[src/rtl/v810_pkg.sv]
// V810 shared types: PSW/ECR layouts, system register selects, sequencer enums.
// Latency: n/a (types and constants only).
// Backpressure: n/a.
// Optional feature macro: V810_ADTRE_EN (keeps PSW.AE writable when defined).
package v810_pkg;

  typedef struct packed {
    logic [11:0] rfu_hi;
    logic [3:0]  i;
    logic        np;
    logic        ep;
    logic        ae;
    logic        id;
    logic [1:0]  rfu_lo;
    logic        fro;
    logic        fiv;
    logic        fzd;
    logic        fov;
    logic        fud;
    logic        fpr;
    logic        cy;
    logic        ov;
    logic        s;
    logic        z;
  } psw_t;

  typedef struct packed {
    logic [15:0] fecc;
    logic [15:0] eicc;
  } ecr_t;

  typedef struct packed {
    logic cy;
    logic ov;
    logic s;
    logic z;
  } aluflags_t;

  typedef enum logic [4:0] {
    SR_EIPC  = 5'd0,
    SR_EIPSW = 5'd1,
    SR_FEPC  = 5'd2,
    SR_FEPSW = 5'd3,
    SR_ECR   = 5'd4,
    SR_PSW   = 5'd5,
    SR_PIR   = 5'd6,
    SR_TKCW  = 5'd7,
    SR_CHCW  = 5'd24,
    SR_ADTRE = 5'd25
  } sr_sel_t;

  typedef enum logic [1:0] {ST_IDLE, ST_SAVE, ST_VECTOR, ST_HALT} seq_state_t;
  typedef enum logic [1:0] {KIND_EXC, KIND_IRQ, KIND_ADTRE} exc_kind_t;

  localparam logic [31:0] PSW_RESET     = 32'h0000_8000;
  localparam logic [31:0] ECR_RESET     = 32'h0000_FFF0;
  localparam logic [15:0] IRQ_CODE_BASE = 16'hFE00;
  localparam logic [15:0] ADTRE_CODE    = 16'hFFC0;
  localparam logic [31:0] VECTOR_BASE   = 32'hFFFF_0000;

  // Writable PSW bits; RFU fields always read back as zero, and AE only
  // exists when the address trap is built in.
`ifdef V810_ADTRE_EN
  localparam logic [31:0] PSW_WMASK = 32'h000F_F3FF;
`else
  localparam logic [31:0] PSW_WMASK = 32'h000F_D3FF;
`endif

  function automatic psw_t psw_wmask(input logic [31:0] d);
    return psw_t'(d & PSW_WMASK);
  endfunction

endpackage

[src/rtl/v810_exc_seq.sv]
// V810 exception sequencer: arbitrates EXC/ADTRE > RETI > IRQ, runs IDLE/SAVE/VECTOR/HALT.
// Latency: entry redirect 2 cycles after request; RETI redirect 1 cycle after strobe.
// Backpressure: busy high outside IDLE; losing requests are not acked and must be held.
// Ports: clk/rst_n/ce; request inputs; PSW control bits; save_* controls to the
// register file; registered redir/redir_pc/ack/fatal; busy/idle state decodes.
module v810_exc_seq
  import v810_pkg::*;
#(
  parameter int          NUM_IRQ_LEVELS = 16,
  parameter logic [31:0] DUP_VECTOR     = 32'hFFFF_FFD0
) (
  input  logic        clk,
  input  logic        rst_n,
  input  logic        ce,
  input  logic        exc_req,
  input  logic [15:0] exc_code,
  input  logic        adtre_hit,
  input  logic        irq_req,
  input  logic [3:0]  irq_level,
  input  logic [31:0] cur_pc,
  input  logic        reti,
  input  logic        psw_np,
  input  logic        psw_ep,
  input  logic        psw_id,
  input  logic [3:0]  psw_i,
  input  logic [31:0] reti_pc,
  output logic        idle,
  output logic        reti_take,
  output logic        save_norm,
  output logic        save_dup,
  output logic [31:0] save_pc,
  output logic [15:0] save_code,
  output logic        save_irq,
  output logic [3:0]  save_lvl,
  output logic        redir,
  output logic [31:0] redir_pc,
  output logic        ack,
  output logic        busy,
  output logic        fatal
);

  seq_state_t  state;
  exc_kind_t   lat_kind;
  logic [31:0] lat_pc;
  logic [15:0] lat_code;
  logic [3:0]  lat_lvl;
  logic        irq_ok;
  logic        in_save;

  assign irq_ok = irq_req && !psw_id && !psw_ep && !psw_np &&
                  (irq_level >= psw_i) &&
                  ({1'b0, irq_level} < 5'(NUM_IRQ_LEVELS));

  assign idle      = (state == ST_IDLE);
  assign busy      = !idle;
  assign in_save   = ce && (state == ST_SAVE);
  assign reti_take = ce && idle && !exc_req && !adtre_hit && reti;
  // SAVE looks at the live PSW, so an LDSR from the request cycle is honoured.
  assign save_norm = in_save && !psw_np && !psw_ep;
  assign save_dup  = in_save && !psw_np && psw_ep;
  assign save_pc   = lat_pc;
  assign save_code = lat_code;
  assign save_irq  = (lat_kind == KIND_IRQ);
  assign save_lvl  = lat_lvl;

  always_ff @(posedge clk or negedge rst_n) begin
    if (!rst_n) begin
      state    <= ST_IDLE;
      lat_kind <= KIND_EXC;
      lat_pc   <= '0;
      lat_code <= '0;
      lat_lvl  <= '0;
      redir    <= 1'b0;
      redir_pc <= '0;
      ack      <= 1'b0;
      fatal    <= 1'b0;
    end else if (ce) begin
      redir <= 1'b0;
      ack   <= 1'b0;
      case (state)
        ST_IDLE: begin
          if (exc_req) begin
            lat_kind <= KIND_EXC;
            lat_code <= exc_code;
            lat_pc   <= cur_pc;
            state    <= ST_SAVE;
          end else if (adtre_hit) begin
            lat_kind <= KIND_ADTRE;
            lat_code <= ADTRE_CODE;
            lat_pc   <= cur_pc;
            state    <= ST_SAVE;
          end else if (reti) begin
            redir    <= 1'b1;
            redir_pc <= reti_pc;
          end else if (irq_ok) begin
            lat_kind <= KIND_IRQ;
            lat_code <= IRQ_CODE_BASE | {8'h00, irq_level, 4'h0};
            lat_lvl  <= irq_level;
            lat_pc   <= cur_pc;
            state    <= ST_SAVE;
          end
        end
        ST_SAVE: begin
          if (psw_np) begin
            state <= ST_HALT;
            fatal <= 1'b1;
          end else begin
            redir    <= 1'b1;
            ack      <= 1'b1;
            redir_pc <= psw_ep ? DUP_VECTOR : (VECTOR_BASE | {16'h0000, lat_code});
            state    <= ST_VECTOR;
          end
        end
        ST_VECTOR: state <= ST_IDLE;
        default:   state <= ST_HALT;
      endcase
    end
  end

endmodule

[src/rtl/v810_sysreg_file.sv]
// V810 system register file: EIPC/EIPSW/FEPC/FEPSW/ECR/PSW/CHCW(/ADTRE), PIR/TKCW constants.
// Latency: STSR combinational; LDSR/flags commit next edge; redirects from v810_exc_seq.
// Backpressure: BUSY stalls the core; LDSR/flag writes only land in IDLE with CE high.
// Optional feature macro: V810_ADTRE_EN (ADTRE register and address-trap comparator).
// Ports: CLK/RESn/CE; SR_SEL/SR_WR/SR_WDATA/SR_RDATA; FLG_WE/FLG; EXC_REQ/EXC_CODE;
// IRQ_REQ/IRQ_LEVEL; CUR_PC; RETI; REDIR/REDIR_PC/ACK/BUSY/FATAL; PSW.
module v810_sysreg_file
  import v810_pkg::*;
#(
  parameter int          NUM_IRQ_LEVELS = 16,
  parameter logic [31:0] PIR_VALUE      = 32'h0000_5346,
  parameter logic [31:0] TKCW_VALUE     = 32'h0000_00E0,
  parameter logic [31:0] DUP_VECTOR     = 32'hFFFF_FFD0
) (
  input  logic        CLK,
  input  logic        RESn,
  input  logic        CE,
  input  logic [4:0]  SR_SEL,
  input  logic        SR_WR,
  input  logic [31:0] SR_WDATA,
  output logic [31:0] SR_RDATA,
  input  logic        FLG_WE,
  input  logic [3:0]  FLG,
  input  logic        EXC_REQ,
  input  logic [15:0] EXC_CODE,
  input  logic        IRQ_REQ,
  input  logic [3:0]  IRQ_LEVEL,
  input  logic [31:0] CUR_PC,
  input  logic        RETI,
  output logic        REDIR,
  output logic [31:0] REDIR_PC,
  output logic        ACK,
  output logic        BUSY,
  output logic        FATAL,
  output logic [31:0] PSW
);

  psw_t        psw_q;
  ecr_t        ecr_q;
  aluflags_t   flg;
  logic [31:0] eipc_q, eipsw_q, fepc_q, fepsw_q, chcw_q;
  logic [31:0] reti_pc;
  logic        adtre_hit, seq_idle, reti_take, save_norm, save_dup, save_irq;
  logic [31:0] save_pc;
  logic [15:0] save_code;
  logic [3:0]  save_lvl;

  assign flg     = aluflags_t'(FLG);
  assign PSW     = psw_q;
  assign reti_pc = psw_q.np ? fepc_q : eipc_q;

`ifdef V810_ADTRE_EN
  logic [31:0] adtre_q;
  // Address trap only fires when nothing else is asking this cycle.
  assign adtre_hit = psw_q.ae && (CUR_PC == adtre_q) && !EXC_REQ && !RETI && !IRQ_REQ;
`else
  assign adtre_hit = 1'b0;
`endif

  v810_exc_seq #(
    .NUM_IRQ_LEVELS (NUM_IRQ_LEVELS),
    .DUP_VECTOR     (DUP_VECTOR)
  ) u_seq (
    .clk       (CLK),
    .rst_n     (RESn),
    .ce        (CE),
    .exc_req   (EXC_REQ),
    .exc_code  (EXC_CODE),
    .adtre_hit (adtre_hit),
    .irq_req   (IRQ_REQ),
    .irq_level (IRQ_LEVEL),
    .cur_pc    (CUR_PC),
    .reti      (RETI),
    .psw_np    (psw_q.np),
    .psw_ep    (psw_q.ep),
    .psw_id    (psw_q.id),
    .psw_i     (psw_q.i),
    .reti_pc   (reti_pc),
    .idle      (seq_idle),
    .reti_take (reti_take),
    .save_norm (save_norm),
    .save_dup  (save_dup),
    .save_pc   (save_pc),
    .save_code (save_code),
    .save_irq  (save_irq),
    .save_lvl  (save_lvl),
    .redir     (REDIR),
    .redir_pc  (REDIR_PC),
    .ack       (ACK),
    .busy      (BUSY),
    .fatal     (FATAL)
  );

  always_ff @(posedge CLK or negedge RESn) begin
    if (!RESn) begin
      psw_q   <= psw_t'(PSW_RESET);
      ecr_q   <= ecr_t'(ECR_RESET);
      eipc_q  <= '0;
      eipsw_q <= '0;
      fepc_q  <= '0;
      fepsw_q <= '0;
      chcw_q  <= '0;
`ifdef V810_ADTRE_EN
      adtre_q <= '0;
`endif
    end else if (CE) begin
      if (seq_idle) begin
        if (FLG_WE) begin
          psw_q.cy <= flg.cy;
          psw_q.ov <= flg.ov;
          psw_q.s  <= flg.s;
          psw_q.z  <= flg.z;
        end
        // LDSR is sequenced after the flag update so it wins on PSW.
        if (SR_WR) begin
          case (SR_SEL)
            SR_EIPC:  eipc_q  <= SR_WDATA;
            SR_EIPSW: eipsw_q <= SR_WDATA;
            SR_FEPC:  fepc_q  <= SR_WDATA;
            SR_FEPSW: fepsw_q <= SR_WDATA;
            SR_PSW:   psw_q   <= psw_wmask(SR_WDATA);
            SR_CHCW:  chcw_q  <= SR_WDATA;
`ifdef V810_ADTRE_EN
            SR_ADTRE: adtre_q <= {SR_WDATA[31:1], 1'b0};
`endif
            default: ;
          endcase
        end
        // Restored PSW is masked too, so RFU/AE garbage in a saved copy never leaks back.
        if (reti_take) psw_q <= psw_wmask(psw_q.np ? fepsw_q : eipsw_q);
      end else if (save_norm) begin
        eipc_q     <= save_pc;
        eipsw_q    <= psw_q;
        ecr_q.eicc <= save_code;
        psw_q.ep   <= 1'b1;
        psw_q.id   <= 1'b1;
        psw_q.ae   <= 1'b0;
        if (save_irq) psw_q.i <= (save_lvl == 4'hF) ? 4'hF : save_lvl + 4'd1;
      end else if (save_dup) begin
        fepc_q     <= save_pc;
        fepsw_q    <= psw_q;
        ecr_q.fecc <= save_code;
        psw_q.np   <= 1'b1;
        psw_q.id   <= 1'b1;
        psw_q.ae   <= 1'b0;
      end
    end
  end

  always_comb begin
    SR_RDATA = '0;
    case (SR_SEL)
      SR_EIPC:  SR_RDATA = eipc_q;
      SR_EIPSW: SR_RDATA = eipsw_q;
      SR_FEPC:  SR_RDATA = fepc_q;
      SR_FEPSW: SR_RDATA = fepsw_q;
      SR_ECR:   SR_RDATA = ecr_q;
      SR_PSW:   SR_RDATA = psw_q;
      SR_PIR:   SR_RDATA = PIR_VALUE;
      SR_TKCW:  SR_RDATA = TKCW_VALUE;
      SR_CHCW:  SR_RDATA = chcw_q;
`ifdef V810_ADTRE_EN
      SR_ADTRE: SR_RDATA = adtre_q;
`endif
      default:  SR_RDATA = '0;
    endcase
  end

endmodule

[config.mk]
export PLATFORM = sky130hd
export DESIGN_NAME = v810_sysreg_file
export DESIGN_NICKNAME = d
export VERILOG_FILES = /design/src/rtl/v810_pkg.sv /design/src/rtl/v810_exc_seq.sv /design/src/rtl/v810_sysreg_file.sv
export SDC_FILE = /design/constraint.sdc
export NUM_CORES = 1
export LEC_CHECK = 0
export BUFFER_PORTS_ARGS = -buffer_cell sky130_fd_sc_hd__buf_4
export CELL_PAD_IN_SITES_DETAIL_PLACEMENT = 1
export CELL_PAD_IN_SITES_GLOBAL_PLACEMENT = 2
export CORE_MARGIN = 2
export CORE_UTILIZATION = 38
export DETAILED_ROUTE_END_ITERATION = 16
export PLACE_DENSITY = 0.9
export SLEW_MARGIN = 10
export SYNTH_ARGS = -nofsm -noshare
export SYNTH_HDL_FRONTEND = slang
export SYNTH_HIERARCHICAL = 1
export SYNTH_SLANG_ARGS = --single-unit
[constraint.sdc]
create_clock -name CLK -period 2.6 [get_ports CLK]
set_clock_uncertainty 0.05 [all_clocks]
set_input_delay 0.13 -clock CLK [delete_from_list [all_inputs] [get_ports CLK]]
set_output_delay 0.13 -clock CLK [all_outputs]
set_load 0.02 [all_outputs]
### Word level (Yosys, flattened, before mapping)

Index checks and enable logic that the tools add are counted.
Widths: inputs -> output; s select.

* add/sub/neg operators: 1
* $lt $le $gt $ge: 1
* equality and inequality tests: 26
* multiplexer cells: 56
* bitwise logic cells: 4
* reductions and logical operators: 44

Operator list (count)
* $mux 32: 28
* $pmux 32 s9: 1
* $mux 16: 4
* $pmux 32 s2: 1
* $reduce_and 4->1: 8
* $reduce_and 5->1: 6
* $eq 5x3->1 const B: 4
* $mux 20: 1
* $ne 2x2->1 const B: 9
* $mux 4: 4
* $reduce_bool 2->1: 7
* $mux 2: 6
* $ne 3x3->1 const B: 4
* $logic_and 1x1->1: 11
* $eq 5x2->1 const B: 2
* $reduce_and 3->1: 3
* $mux 1: 8
* $mux 8: 1
* $pmux 2 s3: 1
* $eq 5x1->1 const B: 1
* $eq 5x5->1 const B: 1
* $logic_not 1->1: 5
* $logic_not 5->1: 1
* $add 4x1->4 const B: 1
* 10 further kinds: 14

* flip-flop bits (word level): 315
* input port bits: 101
* logic and storage cells: 165

### Depth between registers and ports, before layout

* word-level depth: 9
* mapped depth: 10
* depth with buffers taken out: 7

### By module

The synthesis kept the hierarchy.

By module, submodules not included
* v810_sysreg_file: instances 1, cells an instance 995, area an instance 10919.2 sq um, sequential area each 5246.3 sq um
* v810_exc_seq: instances 1, cells an instance 351, area an instance 3952.5 sq um, sequential area each 2277.2 sq um

### Worst setup path before layout

No wires, ideal clock.

* path kind: register to register
* from: reg psw_q (netlist bit PSW[14])
* to: reg fepsw_q[15]
* library setup time: 0.125 ns
* arrival: 2.363 ns
* required time: 2.425 ns
* slack: 0.062 ns
* cell stages (with the launch flop): 10
* buffers on the path: 4
* clock period less this slack: 2.538 ns
* cells stage by stage: dfrtp_1 buf_6 clkbuf_1 and3_1 nor4bb_1 buf_2 a21oi_1 a21oi_2 buf_4 mux2_2

* elaborated cells on any way between the ends: 6
* classes of those cells: eq/ne (1); reduce/logical (5)

RTL lines
* start, declared: RTL line v810_sysreg_file.sv:38 `psw_t psw_q;`
* start signal, assigned: RTL line v810_sysreg_file.sv:96 `psw_q <= psw_t'(PSW_RESET);`
* start signal, assigned: RTL line v810_sysreg_file.sv:121 `SR_PSW: psw_q <= psw_wmask(SR_WDATA);`
* start signal, assigned: RTL line v810_sysreg_file.sv:130 `if (reti_take) psw_q <= psw_wmask(psw_q.np ? fepsw_q : eipsw_q);`
* $logic_and 1x1->1: RTL line v810_exc_seq.sv:60 `assign save_dup = in_save && !psw_np && psw_ep;`
* net save_dup: RTL line v810_sysreg_file.sv:43 `logic adtre_hit, seq_idle, reti_take, save_norm, save_dup, save_irq;`
* $reduce_bool 2->1 (no source line)
* $reduce_and 5->1 (no source line)
* end signal, assigned: RTL line v810_sysreg_file.sv:141 `fepsw_q <= psw_q;`
* end, declared: RTL line v810_sysreg_file.sv:41 `logic [31:0] eipc_q, eipsw_q, fepc_q, fepsw_q, chcw_q;`

The timed path passes the listed nets, and every way through them passes these cells.
A chain may end at the register's enable or synchronous reset.

### Worst setup path in the final report

* from: reg u_seq.state[1]
* to: reg psw_q (netlist bit PSW[19])

* word-level cells in the longest chain between the ends: 6
* elaborated cells on any way between the ends: 15
* classes of those cells: eq/ne (3); mux (2); reduce/logical (10)

Ends and longest elaborated chain
* start, declared: RTL line v810_exc_seq.sv:42 `seq_state_t state;`
* start signal, assigned: RTL line v810_exc_seq.sv:68 `state <= ST_IDLE;`
* start signal, assigned: RTL line v810_exc_seq.sv:86 `state <= ST_SAVE;`
* start signal, assigned: RTL line v810_exc_seq.sv:91 `state <= ST_SAVE;`
* $eq 2x1->1: RTL line v810_exc_seq.sv:56 `assign in_save = ce && (state == ST_SAVE);`
* $logic_and 1x1->1: RTL line v810_exc_seq.sv:56
* $logic_and 1x1->1 (2 in series): RTL line v810_exc_seq.sv:59 `assign save_norm = in_save && !psw_np && !psw_ep;`
* net save_norm: RTL line v810_sysreg_file.sv:43
* $reduce_bool 2->1 (no source line)
* $reduce_and 5->1 (no source line)

The timed path passes the listed nets, and every way through them passes these cells.

==> key figures <==
Power and ir drop
  • Pwr Density: 1020 mW/mm^2
  • Leak pwr: 8.94 nW
  • Worst vdd ir: 0.415 mV
  • Seq pwr share: 0.411
  • Clock network fraction of design power: 0.275
  • Switching share of power: 0.352
  • Internal: 12.7 mW
  • Comb power frac: 0.313
  • Net load switching power: 6.88 mW

STA
  • Period utilization: 0.926
  • Sum Neg Setup Slack: 0 ns
  • RSZ-0062 raised after global routing: false
  • Post-layout min period: 2.41 ns
  • Max transition margin: 0.487
  • Fin. Hold Viols: 0
  • Max Freq: 415 MHz
  • Worst-margin pin slew: 0.769 ns
  • Max-slew violations: 0
  • Setup violators final: 0
  • Hold_ws: 0.0293 ns

Die
  • Initial Util: 0.385
  • Num ports: 201
  • DIE AREA: 0.0407 sq mm
  • Die height: 202 microns
  • Row count: 72
  • Die W: 202 microns
  • Total core area: 0.0386 sq mm

Routing
  • Vias per cell: 5.65
  • WL per Instance: 24.9 microns
  • DRC: 0
  • Drt first-iter violations: 865
  • Routed Antenna Nets: 0
  • Pre-antenna DRT Iters: 6
  • Routed WL: 54100 microns
  • Vias: 12300

Final layout
  • Nets: 1740
  • Fillers: 4119
  • Commonest non-fill, non-tap cell in the layout: dfrtp_1
  • Register area: 0.00752 sq mm
  • Commonest non-fill, non-tap cells in the layout: 287 x dfrtp_1, 238 x buf_4, 219 x mux2_2
  • Inserted Diodes: 0
  • Area of the multi-input gates: 0.00654 sq mm
  • Share of layout cells above drive strength 1: 0.343
  • Area Growth Syn to Fin: 29.2%

Synthesis
  • Post-synth top flop: dfrtp_1
  • Ys Warns: 6
  • #FFs+latches synth: 300
  • Number of flops mapped to enable cells by yosys: 0
  • Synthesized cell area: 0.0149 sq mm
  • Post-synth ARST share: 1.00
  • Post-synthesis sequential area ratio: 0.506
  • Cells after Synth: 1346
  • Post-synth cell types: 69
  • Avg Cell Area, Syn: 11.0 sq um

Clock network
  • CTS buffer count: 36
  • Clock H-tree levels: 2
  • TritonCTS clock tree: built
  • Clock-pin slew on the worst setup and hold paths: 0.06 ns
  • Worst skew pair latency: 0.52 ns
  • Sink Count: 300
  • Clock Root Buffer: clkbuf_16
  • Clock Path Buffers: 3

Global route
  • Vias in the first global route: 13600
  • Largest net degree at the start of global routing: 70
  • GRT Total Usage: 0.265
  • Total grt overflow: 0
  • Initial antenna violation count: 0
  • First-pass GRT wire length: 82700 microns

Hold path
  • Hold path start: EXC_REQ
  • Min-Delay Path Class: input pin to register
  • Hold endpoint: u_seq/save_code[3]
  • Hold Path Stages: 3

Placed design
  • Post-DP HPWL: 36500 microns
  • GPL Wtd Cong: 0.849
  • IO buf count: 185

Critical path
  • CP startpoint kind: register
  • R2R cell count: 7
  • FF-to-FF setup slack: 0.19 ns
  • Worst r2r src: u_seq/state[1]
  • R2R Path End: PSW[19]
  • CP startpoint: u_seq/state[1]
  • Critical path endpoint category: register
  • Crit Path Category: register to register
  • Req. time, crit path: 2.93 ns
  • Largest fanout on the critical path: 6
  • Crit path arrival time: 2.74 ns

Flow run
  • Max-cap violations: 0

Status
  • Result of the run: finished clean
## sequential cells by signal (all words and copies together) (netlist names), 2 cells and up
register,count
eipsw_q,32
u_seq/redir_pc,32
u_seq/save_code,16
eipc_q,32
u_seq/lat_kind,2
chcw_q,32
PSW,17
u_seq/save_pc,32
u_seq/save_lvl,4
fepc_q,32
fepsw_q,32
u_seq/state,2
ecr_q,32
## power groups by stage
stage          registers [mW]  clock network, mW  logic, mW
6_report                 8.03               5.38       6.12
5_1_grt                  8.23               5.63       6.60
4_1_cts                  7.99               5.46       6.08
3_5_place_dp             8.02                  0       5.89
3_3_place_gp             7.90                  0       5.67
2_1_floorplan            7.81                  0       3.35
## cell type report
type | count | share of cell area
Sequential cell | 300 | 0.392
Clock inverter | 12 | 0.0114
Clock buffer | 49 | 0.0537
Multi-Input combinational cell | 873 | 0.341
Tap cell | 518 | 0.0337
Timing Repair Buffer | 340 | 0.153
Inverter | 83 | 0.0162
## critical path, cell delays in order, from the launching register on
cell and delay (ns):
dfrtp_1 0.38, nor2b_1 0.20, nand2_1 0.12, nor2_2 0.26
nor2b_1 0.27, a221oi_2 0.10, a2111oi_4 0.49, mux2_2 0.40
## metal layers
layer	part of all wire	track usage	up-vias
li1	-	-	5336
met1	0.42	0.343	6391
met2	0.49	0.444	458
met3	0.065	0.0495	113
met4	0.033	0.0959	0
met5	0	0	-
## kinds of logic (layout without fill, tap and decap cells)
family                     Yosys count  after routing  share of synthesized area
AOI/OAI and AO/OA                  303            303                      0.137
other                                1             20                   0.000252
muxes                              261            261                      0.196
DFF                                300            300                      0.506
and+or+nand+nor                    284            284                     0.0931
adders and majority gates            5              5                    0.00421
buffers and inverters              192            484                     0.0629
## worst max-delay path by stage
stage | endpoint | slack [ns] | cells past startpoint
2_1_floorplan | fepsw_q[15] | 0.06 | 9
3_3_place_gp | PSW[16] | 0.31 | 7
3_5_place_dp | PSW[16] | 0.17 | 7
4_1_cts | PSW[19] | 0.11 | 7
5_1_grt | PSW[19] | 0.09 | 7
6_report | PSW[19] | 0.19 | 7
## what timing repair did
action | in CTS | in global routing
setup buffers | 0 | 0
gates resized for setup | 0 | 1
endpoints found under the setup margin | 0 | 3
endpoints found under the hold margin | 199 | 0
hold buffers | 89 | 0
## synthesized netlist by cell type (3+ instances only)
cell type | number | area share
dfrtp_1 | 287 | 0.48
mux2_2 | 219 | 0.17
o21ai_0 | 103 | 0.035
nand2_1 | 95 | 0.024
nor2_1 | 90 | 0.023
inv_1 | 82 | 0.021
a22oi_1 | 70 | 0.035
buf_2 | 37 | 0.012
mux2i_1 | 34 | 0.023
nand3_1 | 32 | 0.011
clkbuf_1 | 31 | 0.0078
a21oi_1 | 30 | 0.010
buf_4 | 23 | 0.012
a222oi_1 | 19 | 0.013
o21ai_1 | 16 | 0.0054
or3_1 | 16 | 0.0067
dfstp_2 | 13 | 0.023
a21o_1 | 12 | 0.0061
buf_6 | 11 | 0.0083
and3_1 | 9 | 0.0038
nor2b_1 | 9 | 0.0038
a32oi_1 | 7 | 0.0041
buf_1 | 7 | 0.0018
mux2_4 | 6 | 0.0061
a32o_1 | 5 | 0.0034
and2_1 | 5 | 0.0021
ha_1 | 5 | 0.0042
nor3b_1 | 5 | 0.0025
o211ai_1 | 5 | 0.0025
nand2b_1 | 4 | 0.0017
o2111ai_1 | 4 | 0.0024
o22ai_1 | 4 | 0.0017
a21oi_2 | 3 | 0.0018
o31a_1 | 3 | 0.0018
## through the flow
step	power (mW)	instance area, sq um	setup WS (ns)	std cells	utilization
after CTS	19.5	19200	0.108	2175	0.497
after detailed placement	13.9	17100	0.174	2025	0.442
final	19.5	19200	0.193	2175	0.497
after global routing	20.5	19200	0.0890	2175	0.497
after floorplan	11.2	14900	0.0624	1365	-
after global placement	13.6	17100	0.308	2025	0.442
(Power assumes the default switching activity.)
